[config.mk]
export PLATFORM = sky130hd
export DESIGN_NAME = encoder4x2_seq
export DESIGN_NICKNAME = d
export VERILOG_FILES = /design/src/rtl/encoder4x2_seq.sv
export SDC_FILE = /design/constraint.sdc
export NUM_CORES = 1
export LEC_CHECK = 0
export ABC_AREA = 1
export CELL_PAD_IN_SITES_DETAIL_PLACEMENT = 1
export CELL_PAD_IN_SITES_GLOBAL_PLACEMENT = 1
export CORE_MARGIN = 2
export CORE_UTILIZATION = 29
export CTS_CLUSTER_DIAMETER = 100
export DETAILED_ROUTE_END_ITERATION = 8
export GPL_TIMING_DRIVEN = 1
export PLACE_DENSITY = 0.89
export SYNTH_ARGS = -nofsm -noshare
export SYNTH_HDL_FRONTEND = slang
export SYNTH_SLANG_ARGS = --single-unit
[constraint.sdc]
create_clock -name clk -period 3.3 [get_ports clk]
set_input_delay 0.66 -clock clk [delete_from_list [all_inputs] [get_ports clk]]
set_output_delay 0.66 -clock clk [all_outputs]
set_load 0.05 [all_outputs]
[src/rtl/encoder4x2_seq.sv]
// encoder4x2_seq: captures a multi-hot snapshot of i0..i3 and streams the index of each set line
// in priority order over valid/ready; {s1,s0} is meant to drive a decoder2x4 directly.
module encoder4x2_seq #(
    parameter int HI_FIRST = 1
) (
    input  logic       clk,
    input  logic       rst,
    input  logic       i0,
    input  logic       i1,
    input  logic       i2,
    input  logic       i3,
    input  logic       load,
    input  logic       ready,
    output logic       s0,
    output logic       s1,
    output logic       valid,
    output logic       busy,
    output logic [2:0] count,
    output logic       none
);
    typedef enum logic {IDLE, SERVE} state_t;
    state_t state, next_state;
    logic [3:0] pend, req, served;
    logic [1:0] idx;
    assign req = {i3, i2, i1, i0};
    always_comb begin
        idx = HI_FIRST != 0
            ? (pend[3] ? 2'd3 : pend[2] ? 2'd2 : pend[1] ? 2'd1 : 2'd0)
            : (pend[0] ? 2'd0 : pend[1] ? 2'd1 : pend[2] ? 2'd2 : 2'd3);
        served = 4'b0001 << idx;
    end
    always_ff @(posedge clk) begin
        if (rst) begin
            state <= IDLE;
            pend  <= 4'b0;
            none  <= 1'b0;
        end else begin
            state <= next_state;
            none  <= state == IDLE && load && req == 4'b0;
            if (state == IDLE && load)
                pend <= req;
            else if (state == SERVE && ready)
                pend <= pend & ~served;
        end
    end
    // SERVE ends on the transfer that clears the last pending bit
    always_comb begin
        next_state = state;
        if (state == IDLE)
            next_state = load && req != 4'b0 ? SERVE : IDLE;
        else if (ready && (pend & ~served) == 4'b0)
            next_state = IDLE;
    end
    always_comb begin
        busy  = state == SERVE;
        valid = state == SERVE;
        {s1, s0} = state == SERVE ? idx : 2'b00;
        count = {2'b0, pend[0]} + {2'b0, pend[1]} + {2'b0, pend[2]} + {2'b0, pend[3]};
    end
endmodule

==> Word-level counts from Yosys, hierarchy flattened <==
Cells that the tools add are included.
{ "word_totals": {"word_cells": 28, "out_inout_bits": 8, "input_bits": 8, "reg_bits": 6} }
{ "op_classes": {"shift": 1, "n_mux": 9, "n_reduce_logical": 9, "bitwise": 3, "addsub": 3} }
{ "op_table": {"columns": ["operator", "n"], "rows": [
  ["4-bit zero test", 2],
  ["4-bit two-way mux", 2],
  ["2-bit two-way mux", 3],
  ["1-bit logical AND", 5],
  ["4-bit bitwise AND", 1],
  ["1-bit two-way mux", 4],
  ["4-bit NOT", 1],
  ["4-bit nonzero test", 1],
  ["1-bit by 2-bit left shift with 4-bit output (first input constant)", 1],
  ["2-bit by 1-bit adder with 3-bit output", 1],
  ["3-bit by 1-bit adder with 3-bit output", 1],
  ["1-bit by 1-bit adder with 2-bit output", 1],
  ["2-bit nonzero test", 1],
  ["1-bit NOT", 1]
]} }

==> Longest topological paths before layout <==
{ "depth": {"depth_word": 10, "ltp_mapped": 7, "depth_no_buf": 7} }

==> Worst setup path after synthesis <==
Ideal clock, no wire load.
{ "synth_timing": {"path_type": "reg2out", "start": "reg pend[0]", "end": "out count[1]", "arrival_ps": 1645, "setup_slack_ps": 995, "path_buffers": 0, "required_time_ps": 2640, "stages_incl_launch_ff": 6, "path_cell_list": "dfxtp_1 > inv_1 > fa_1 > inv_1 > ha_1 > ha_1"} }
{ "synth_between": {"elab_chain_len": 3} }
{ "synth_rtl": {"columns": ["item", "line_no", "source"], "rows": [
  ["start: declaration", "23", "logic [3:0] pend, req, served;"],
  ["start signal: assignment", "41", "pend <= req;"],
  ["start signal: assignment", "43", "pend <= pend & ~served;"],
  ["1-bit by 1-bit adder with 2-bit output", "58", "count = {2'b0, pend[0]} + {2'b0, pend[1]} + {2'b0, pend[2]} + {2'b0, pend[3]};"],
  ["2-bit by 1-bit adder with 3-bit output", "58", null],
  ["3-bit by 1-bit adder with 3-bit output", "58", null],
  ["end: declaration", "18", "output logic [2:0] count,"]
]} }
Every way passes these cells.

==> Final worst setup path <==
{ "layout_timing": {"start": "reg pend[3]", "end": "out count[1]"} }
{ "layout_between": {"elab_chain_len": 1} }
{ "layout_rtl": {"columns": ["item", "line_no"], "rows": [
  ["3-bit by 1-bit adder with 3-bit output", "58"]
]} }
Every way passes these cells.

==> flow_summary.yaml <==
outcome:
  status: "finished clean"
placement:
  dp.final_hpwl_um: 934
  placed_area_um2: 559
  port_buffers: 15
  gp_congestion: 0.753
worst_setup_path:
  setup.worst_path.class: "flop to output port"
  family_with_the_most_delay_on_the_worst_path: "buffers and inverters"
  ordered_cell_list_for_the_critical_path: "inv_1 -> fa_1 -> inv_1 -> ha_1 -> ha_1 -> clkdlybuf4s50_1"
  r2r-start: "busy"
  ff2ff_path_depth: 7
  worstPathMaxFanout: 4
  regToRegEndpoint: "pend[2]"
  reg2reg_slack_ps: 2250
  crit_slowest_cell: "clkdlybuf4s50_1"
  worst_ep_required_time_ps: 2640
  cp.arrival_ps: 2470
  critical_path.endpoint_type: "output port"
  cp.buffers_inverters: 3
  critPathLaunchType: "flop"
  critical-path-max-stage-delay_ps: 790
route:
  detail-route-antenna-nets: 0
  total_number_of_vias: 422
  route.detailed.vias_per_inst: 4.80
  drt-initial-drc-count: 5
  detail_route.first_pass.iterations: 5
  detailed_route_wl_um: 1090
  drcViolationCount: 0
  wire_per_inst_um: 12.4
floorplanning:
  floorplan.initialDensity: 0.310
  fp.dieH_um: 41.0
  die_w_um: 41.0
  ios: 16
  floorplan.rows: 13
  fp.dieArea_mm2: 0.00168
  core_region_area_mm2: 0.00128
logic_synthesis:
  netlist_area_pre_place_um2: 398
  synth-compound-area-share: 0.154
  netlist_instances: 56
  yosys-mux-area-fraction: 0
  post_synth_xor_area_fraction: 0
  synth-seq-area-share: 0.302
  post_synth_adder_cell_area: 0.113
  mappedNetlistNets: 67
  synth.distinct_cells: 20
  yosys.area_share.simple: 0.308
  mean_syn_cell_area_um2: 7.11
  yosys_warnings: 0
  synth.ff_latch_count: 6
  dominant_combinational_cell_family_by_area_after_synthesis: "simple AND/OR/NAND/NOR gates"
clocking:
  numClockSinks: 6
  post_cts.repair.setup_buffers: 0
  ctsHoldBuffers: 0
  post_cts_resize_count: 0
  clock_tree_root: "clkbuf_4"
  cts_tree: "built"
  num_cts_buffers: 3
  cts.reportedPaths.clkPinSlew_ps: 40
  cts_max_path_buffers: 2
  clock_tree.htree_level_count: 1
  clock_latency_ps: 250
sta:
  rsz0062_at_grt: "false"
  report.final.setup_viol: 0
  setup_tns_ps: 0
  finalClockSkew_ps: 2.14
  drv_slew: 0
  fmaxAchievable_ghz: 0.320
  report.final.hold_viol_count: 0
  finalCriticalPeriod_ps: 3130
  timing.slew.headroom: 0.660
  hold_ws_ps: 546
  worstMarginPinSlew_ps: 509
  share_of_the_cycle_needed_by_the_critical_path_after_routing: 0.948
power:
  cellPowerDensity_mw_per_mm2: 443
  cell_leakage_power_nw: 0.272
  irDropWorstVdd_v: 0.000151
grt:
  grt_use_met1: 0.167
  grt_max_degree: 7
  use_met3: 0.0326
  first_global_vias: 394
  top_usage_layer: "met2"
  groute.usage.overall: 0.162
  grt_remaining_overflow: 0
  grt_first_pass_wirelength_um: 1680
  antenna_violations_before_repair: 0
  grtUsageMet2: 0.293
hold_path:
  timing.hold.worst.class: "flop to flop"
  hold_path_end: "busy"
  worst_hold_startpoint: "busy"
  timing.hold.worst_path_depth: 2
final_layout:
  finalNetCount: 86
  n_antenna_cell: 0
  area_delta_synth_final_pct: 46.2
  area_of_all_placed_cells_without_fillers_um2: 582
  drive_above_1_share: 0.178
run:
  max-cap-violations: 0
cells by family (layout without fill, tap and decap cells):
| family | count (synthesis) | count (layout) |
|---|---|---|
| DFF | 6 | 6 |
| and+or+nand+nor | 25 | 25 |
| buffers and inverters | 12 | 29 |
| adders and majority gates | 3 | 3 |
| AOI/OAI and AO/OA | 10 | 10 |
Yosys cell counts:
master   count  share of area
o21ai_0      2          0.025
dfxtp_1      6           0.30
nand2_2      3          0.047
inv_1        8          0.075
nand3_1      4          0.050
ha_1         2          0.063
fa_1         1          0.050
nand2_1      9          0.085
inv_2        3          0.028
nor2_2       1          0.016
nor3_1       1          0.013
a21oi_1      3          0.038
or2_1        1          0.016
o21ai_1      3          0.038
nand2_4      1          0.028
o31ai_2      1          0.031
and2_1       1          0.016
nor2_1       4          0.038
o21ai_2      1          0.022
buf_4        1          0.019
state kept, by name (all words and copies together), names as in the netlist:
signal,flops
pend,4
busy,1
none,1
final cells by class:
class                           count  area [um^2]
Sequential cell                     6          120
Multi-Input combinational cell     38          229
Fill cell                         175          703
Tap cell                           15         18.8
Timing Repair Buffer               15          150
Inverter                           11         41.3
Clock buffer                        3         22.5
worst max path at each step:
stage,startpoint,endpoint,slack (ps),depth (start not counted)
after global routing,pend[1],count[1],60,6
after CTS,pend[3],count[1],150,6
final,pend[3],count[1],170,6
after floorplan,pend[0],count[1],1000,5
after detailed placement,pend[3],count[1],420,6
after global placement,pend[3],count[1],440,6
worst min-delay path: stages (launching register included):
cell	delay [ps]
dfxtp_1	360
nand3_1	100
nand2_1	40
cells in the final DEF (no fill, tap or decap), drive strengths merged:
cell,Yosys,routed
fa,1,1
nand2,13,13
clkbuf,0,3
clkdlybuf4s50,0,15
a21oi,3,3
and2,1,1
nor3,1,1
ha,2,2
nand3,4,4
or2,1,1
dfxtp,6,6
nor2,5,5
o31ai,1,1
o21ai,6,6
inv,11,11
through the flow:
step	instances	utilization	total power [W]	setup WS, ps
floorplan	56	-	0.000159	995
global placement	85	0.435	0.000189	444
detailed placement	85	0.435	0.000192	418
CTS	88	0.453	0.000262	145
global route	88	0.453	0.000277	64.7
finish	88	0.453	0.000258	171
where the power goes:
part,switching [W],leakage [nW],internal [W]
registers,0.00000591,0.0494,0.0000785
clock network,0.0000272,0.0138,0.0000412
logic,0.0000675,0.209,0.0000375
metal layers:
metal | vias to the layer above | part of all wire
met2 | 15 | 0.56
met5 | - | 0
met1 | 194 | 0.39
met3 | 2 | 0.038
met4 | 0 | 0.010
li1 | 211 | -
Note: power is estimated with default switching activity, not from simulation.
